**config.mk**
```make
export PLATFORM = sky130hd
export DESIGN_NAME = fpu_issue_buffer
export DESIGN_NICKNAME = d
export VERILOG_FILES = /design/src/rtl/fpu_pkg.sv /design/src/rtl/fpu_sync_fifo.sv /design/src/rtl/fpu_issue_buffer.sv
export SDC_FILE = /design/constraint.sdc
export NUM_CORES = 1
export LEC_CHECK = 0
export ABC_CLOCK_PERIOD_IN_PS = 4500
export CAP_MARGIN = 0
export CORE_AREA = 2 2 161 163
export CTS_CLUSTER_SIZE = 8
export DETAILED_ROUTE_END_ITERATION = 6
export DIE_AREA = 0 0 163 165
export GPL_TIMING_DRIVEN = 0
export PLACE_DENSITY_LB_ADDON = 0.05
export SETUP_SLACK_MARGIN = 0.5
export SYNTH_ARGS = -nofsm -noshare
export SYNTH_HDL_FRONTEND = slang
export SYNTH_HIERARCHICAL = 1
export SYNTH_SLANG_ARGS = --single-unit
```
**constraint.sdc**
```tcl
create_clock -name ck -period 4.5 [get_ports ck]
set_clock_uncertainty 0.2 [all_clocks]
set_input_delay 1.125 -clock ck [delete_from_list [all_inputs] [get_ports ck]]
set_output_delay 1.125 -clock ck [all_outputs]
set_load 0.05 [all_outputs]
```
**src/rtl/fpu_pkg.sv**
```systemverilog
// Shared types for the FPU issue buffer:
// FP opcode/funct7 constants and the stored issue entry.
package fpu_pkg;

  localparam int unsigned FLEN     = 32;
  localparam int unsigned XLEN     = 32;
  localparam int unsigned ILEN     = 32;
  localparam int unsigned ID_MAX_W = 16;

  localparam logic [6:0] OPC_LOAD_FP  = 7'b0000111;
  localparam logic [6:0] OPC_STORE_FP = 7'b0100111;
  localparam logic [6:0] OPC_OP_FP    = 7'b1010011;
  localparam logic [6:0] OPC_FMADD    = 7'b1000011;
  localparam logic [6:0] OPC_FMSUB    = 7'b1000111;
  localparam logic [6:0] OPC_FNMSUB   = 7'b1001011;
  localparam logic [6:0] OPC_FNMADD   = 7'b1001111;

  // OP-FP groups whose result lands in an integer register
  localparam logic [6:0] F7_FMV_X_W  = 7'b1110000;
  localparam logic [6:0] F7_FCVT_W_S = 7'b1100000;
  localparam logic [6:0] F7_FCMP     = 7'b1010000;

  typedef struct packed {
    logic [ILEN-1:0]     instr;
    logic [ID_MAX_W-1:0] id;
    logic [XLEN-1:0]     rs1;
  } fpu_entry_t;

  function automatic logic is_fp_opcode(
    input logic [6:0] opc
  );
    logic hit;
    unique case (opc)
      OPC_LOAD_FP,
      OPC_STORE_FP,
      OPC_OP_FP,
      OPC_FMADD,
      OPC_FMSUB,
      OPC_FNMSUB,
      OPC_FNMADD: hit = 1'b1;
      default:    hit = 1'b0;
    endcase
    return hit;
  endfunction

  function automatic logic is_xreg_wb(
    input logic [6:0] opc,
    input logic [6:0] f7
  );
    logic wb;
    wb = 1'b0;
    if (opc == OPC_OP_FP) begin
      unique case (1'b1)
        (f7 == F7_FMV_X_W):  wb = 1'b1;
        (f7 == F7_FCVT_W_S): wb = 1'b1;
        (f7 == F7_FCMP):     wb = 1'b1;
        default:             wb = 1'b0;
      endcase
    end
    return wb;
  endfunction

endpackage

```
**src/rtl/fpu_sync_fifo.sv**
```systemverilog
// Synchronous circular FIFO of issue entries.
// Show-ahead read: rdata_o always presents the head slot.
module fpu_sync_fifo
  import fpu_pkg::*;
#(
  parameter int unsigned DEPTH = 4,
  parameter type T = fpu_entry_t
) (
  input  logic                   ck,
  input  logic                   rst,
  input  logic                   push_i,
  input  logic                   pop_i,
  input  T                       wdata_i,
  output T                       rdata_o,
  output logic [$clog2(DEPTH):0] count_o
);

  localparam int unsigned PW = $clog2(DEPTH);
  localparam int unsigned CW = PW + 1;

  T mem_q [DEPTH];

  logic [PW-1:0] wptr_q;
  logic [PW-1:0] wptr_d;
  logic [PW-1:0] rptr_q;
  logic [PW-1:0] rptr_d;
  logic [CW-1:0] cnt_q;
  logic [CW-1:0] cnt_d;

  // Power-of-two depth lets the pointers wrap by overflow
  always_comb begin
    wptr_d = wptr_q;
    rptr_d = rptr_q;
    cnt_d  = cnt_q;
    if (push_i) begin
      wptr_d = wptr_q + PW'(1);
    end
    if (pop_i) begin
      rptr_d = rptr_q + PW'(1);
    end
    unique case ({push_i, pop_i})
      2'b10:   cnt_d = cnt_q + CW'(1);
      2'b01:   cnt_d = cnt_q - CW'(1);
      default: cnt_d = cnt_q;
    endcase
  end

  always_ff @(posedge ck) begin
    if (rst) begin
      wptr_q <= '0;
      rptr_q <= '0;
      cnt_q  <= '0;
    end else begin
      wptr_q <= wptr_d;
      rptr_q <= rptr_d;
      cnt_q  <= cnt_d;
    end
  end

  always_ff @(posedge ck) begin
    if (push_i) begin
      mem_q[wptr_q] <= wdata_i;
    end
  end

  assign rdata_o = mem_q[rptr_q];
  assign count_o = cnt_q;

endmodule

```
**src/rtl/fpu_issue_buffer.sv**
```systemverilog
// Decodes offered instructions and queues FP ones
// in front of the FPU model, issuing one per cycle.
module fpu_issue_buffer
  import fpu_pkg::*;
#(
  parameter int unsigned DEPTH      = 4,
  parameter int unsigned X_ID_WIDTH = 4
) (
  input  logic                   ck,
  input  logic                   rst,
  input  logic                   issue_valid,
  output logic                   issue_ready,
  input  logic [ILEN-1:0]        issue_instr,
  input  logic [X_ID_WIDTH-1:0]  issue_id,
  input  logic [XLEN-1:0]        issue_rs1,
  output logic                   resp_accept,
  output logic                   resp_writeback,
  input  logic                   fpu_full,
  output logic                   enable,
  output logic [ILEN-1:0]        instruction,
  output logic [X_ID_WIDTH-1:0]  id,
  output logic [XLEN-1:0]        data_fromXreg,
  output logic [$clog2(DEPTH):0] occupancy
);

  localparam int unsigned CW = $clog2(DEPTH) + 1;

  if (DEPTH < 2 || (DEPTH & (DEPTH - 1)) != 0) begin : g_bad_depth
    $error("DEPTH must be a power of two of at least 2");
  end
  if (X_ID_WIDTH < 1 || X_ID_WIDTH > ID_MAX_W) begin : g_bad_idw
    $error("X_ID_WIDTH out of range");
  end
  if (FLEN != XLEN) begin : g_bad_flen
    $error("FMV.X.W path assumes FLEN == XLEN");
  end

  logic [CW-1:0]       count;
  logic                push;
  logic                pop;
  fpu_entry_t          wr_entry;
  fpu_entry_t          head;
  logic [ID_MAX_W-1:0] head_id_unused;

  always_comb begin
    resp_accept    = issue_valid
                   && is_fp_opcode(issue_instr[6:0]);
    resp_writeback = resp_accept
                   && is_xreg_wb(issue_instr[6:0],
                                 issue_instr[31:25]);
  end

  // Ready looks only at stored state, never at fpu_full
  assign issue_ready = !rst && (count != CW'(DEPTH));
  assign push        = issue_valid && issue_ready
                     && resp_accept;
  assign enable      = !rst && (count != '0) && !fpu_full;
  assign pop         = enable;

  always_comb begin
    wr_entry       = '0;
    wr_entry.instr = issue_instr;
    wr_entry.id    = ID_MAX_W'(issue_id);
    wr_entry.rs1   = issue_rs1;
  end

  fpu_sync_fifo #(
    .DEPTH (DEPTH),
    .T     (fpu_entry_t)
  ) u_fifo (
    .ck      (ck),
    .rst     (rst),
    .push_i  (push),
    .pop_i   (pop),
    .wdata_i (wr_entry),
    .rdata_o (head),
    .count_o (count)
  );

  assign head_id_unused = head.id;

  always_comb begin
    instruction   = '0;
    id            = '0;
    data_fromXreg = '0;
    if (enable) begin
      instruction   = head.instr;
      id            = head.id[X_ID_WIDTH-1:0];
      data_fromXreg = head.rs1;
    end
  end

  assign occupancy = rst ? '0 : count;

endmodule

```
==> results.json <==
{
  "outcome": "completed",
  "grt_first_pass_wirelength_mm": 33.03,
  "hold_start": "u_fifo/rptr_q[1]",
  "die_w_um": 163,
  "fill_cells": 1976,
  "avgViaCountPerCell": 5.125,
  "p_total_mw": 5.641,
  "postRouteAntennaNets": 0,
  "crit_fanout": 13,
  "cts_hold_buf": 0,
  "first_iter_violations": 285,
  "crit_arrival_ns": 2.57,
  "route.detailed.drc": 0,
  "synth_cells": 498,
  "clk_pin_slew_ns": 0.05,
  "io_pins": 147,
  "hold_depth": 2,
  "grt.met3_usage_pct": 4.068,
  "start_kind": "input port",
  "vias": 5325,
  "syn_area_um2": 10950,
  "place_congestion": 0.6839,
  "post_dp_cell_area_um2": 12940,
  "drt_wl_total_mm": 21.75,
  "grtUsageMet1_pct": 20.47,
  "drive_gt1_share_pct": 31.45,
  "nNetsFinal": 771,
  "crit_path_end_kind": "primary output",
  "period_needed_ns": 3.894,
  "cts_root_buf": "clkbuf_16",
  "r2r_cells": 5,
  "rsz0062_at_grt": "no",
  "yosys_warnings": 6,
  "required_ns": 3.17,
  "holdWs_ns": 0.3351,
  "design_area_um2": 13820,
  "avgSynthCellArea_um2": 21.98,
  "multi_input_area_um2": 2350,
  "die-area_um2": 26900,
  "slew_viol_final": 0,
  "met2_usage_pct": 29.10,
  "coreArea_um2": 25040,
  "dp_hpwl_mm": 12.76,
  "antenna_found_initial": 0,
  "fin_ws_ns": 0.6057,
  "holdPathEnd": "u_fifo/rptr_q[1]",
  "cts_buffer_depth": 3,
  "cap_violations": 0,
  "r2r_slack_ns": 1.78,
  "numClockSinks": 281,
  "wl_per_cell_um": 20.94,
  "grt_max_degree": 40,
  "grt_overflow": 0,
  "setup_viol": 0,
  "dpl_worst_slack_ns": -0.5133,
  "drt-pass1-iter-count": 6,
  "placementRows": 58,
  "hp-class": "reg2reg",
  "fin_util_pct": 55.22,
  "seq_area_um2": 8348,
  "diodes": 0,
  "worstMarginPinSlew_ns": 0.5925,
  "grt_use_total_pct": 16.63,
  "grt_pass1_vias": 5816,
  "dp_cells": 978,
  "cts_tree": "yes",
  "die_h_um": 165,
  "numCtsBuffers": 41,
  "busiest_layer": "met2",
  "fin_cells": 1039,
  "timing.rr.start": "u_fifo/count_o[0]",
  "p_leak_nw": 4.616,
  "hold_violations": 0,
  "peakVddDrop_uv": 257.5,
  "fin_setup_tns_ns": 0,
  "fin_crit_sh_pct": 86.54,
  "htreeDepth": 2,
  "portBuffers": 146,
  "clock.fmax_mhz": 256.8,
  "clock_latency_ns": 0.50,
  "synth_fp_nets": 576,
  "syn_to_final_growth_pct": 26.30,
  "start_util_pct": 43.72,
  "reg2reg_to": "u_fifo/mem_q[3][56]",
  "p_per_area_nw_per_um2": 408.1,
  "relSlewSlack_pct": 60.50,
  "critical_path_class": "in2out"
}
==> cell type report <==
| cell class | instances | share of cell area [%] |
|---|---|---|
| well taps | 330 | 2.987 |
| flip-flops and latches | 281 | 60.39 |
| plain buffers | 26 | 2.009 |
| clock inverters | 1 | 0.06335 |
| inverters | 6 | 0.1629 |
| multi-input cells | 185 | 17.00 |
| repair buffers | 152 | 9.512 |
| clock buffers | 58 | 7.883 |
==> repair_timing <==
item	CTS	global route
endpoints found under the setup margin	224	53
gates cloned	0	0
setup buffers	2	0
pin swaps	1	1
resized for setup	328	54
==> where the power goes <==
group	switching, mW	internal, mW	leakage (nW)
sequential	0.00152	2.88	2.52
clock	0.978	1.65	0.529
combinational	0.0630	0.0738	1.57
==> cell usage in the layout, fill, tap and decap left out, drive strengths merged, types with 4 or more instances in the layout <==
master,n
clkdlybuf4s50,71
nor2,11
ha,5
inv,6
mux4,68
clkdlybuf4s15,6
edfxtp,272
clkbuf,65
nor2b,4
dfxtp,9
and2,72
buf,90
==> layer usage <==
metal / wire length [um] / share of wire (%) / vias to the layer above
met4: 441 / 2.0 / 0
met1: 9034 / 42 / 2749
met3: 1281 / 5.9 / 38
li1: - / - / 2385
met2: 11000 / 51 / 153
met5: 0 / 0 / -
==> flip-flops by register name (all words and copies together), names as in the netlist, named ones only <==
signal	flops
u_fifo/count_o	3
u_fifo/wptr_q	2
u_fifo/rptr_q	2
u_fifo/mem_q	272
==> critical path: stages <==
cell             delay (ns)
clkdlybuf4s50_1        0.44
nor3_4                 0.15
buf_6                  0.14
buf_4                  0.22
and2_1                 0.19
buf_2                  0.28
==> worst max-delay path by stage <==
stage / from / end / cells past startpoint
final: fpu_full / instruction[28] / 6
after global routing: fpu_full / instruction[0] / 6
after CTS: fpu_full / data_fromXreg[11] / 6
after detailed placement: rst / data_fromXreg[13] / 5
after global placement: issue_instr[3] / u_fifo/mem_q[3][63] / 5
after floorplan: rst / u_fifo/mem_q[1][0] / 3
Power figures use the tool's default switching activity.
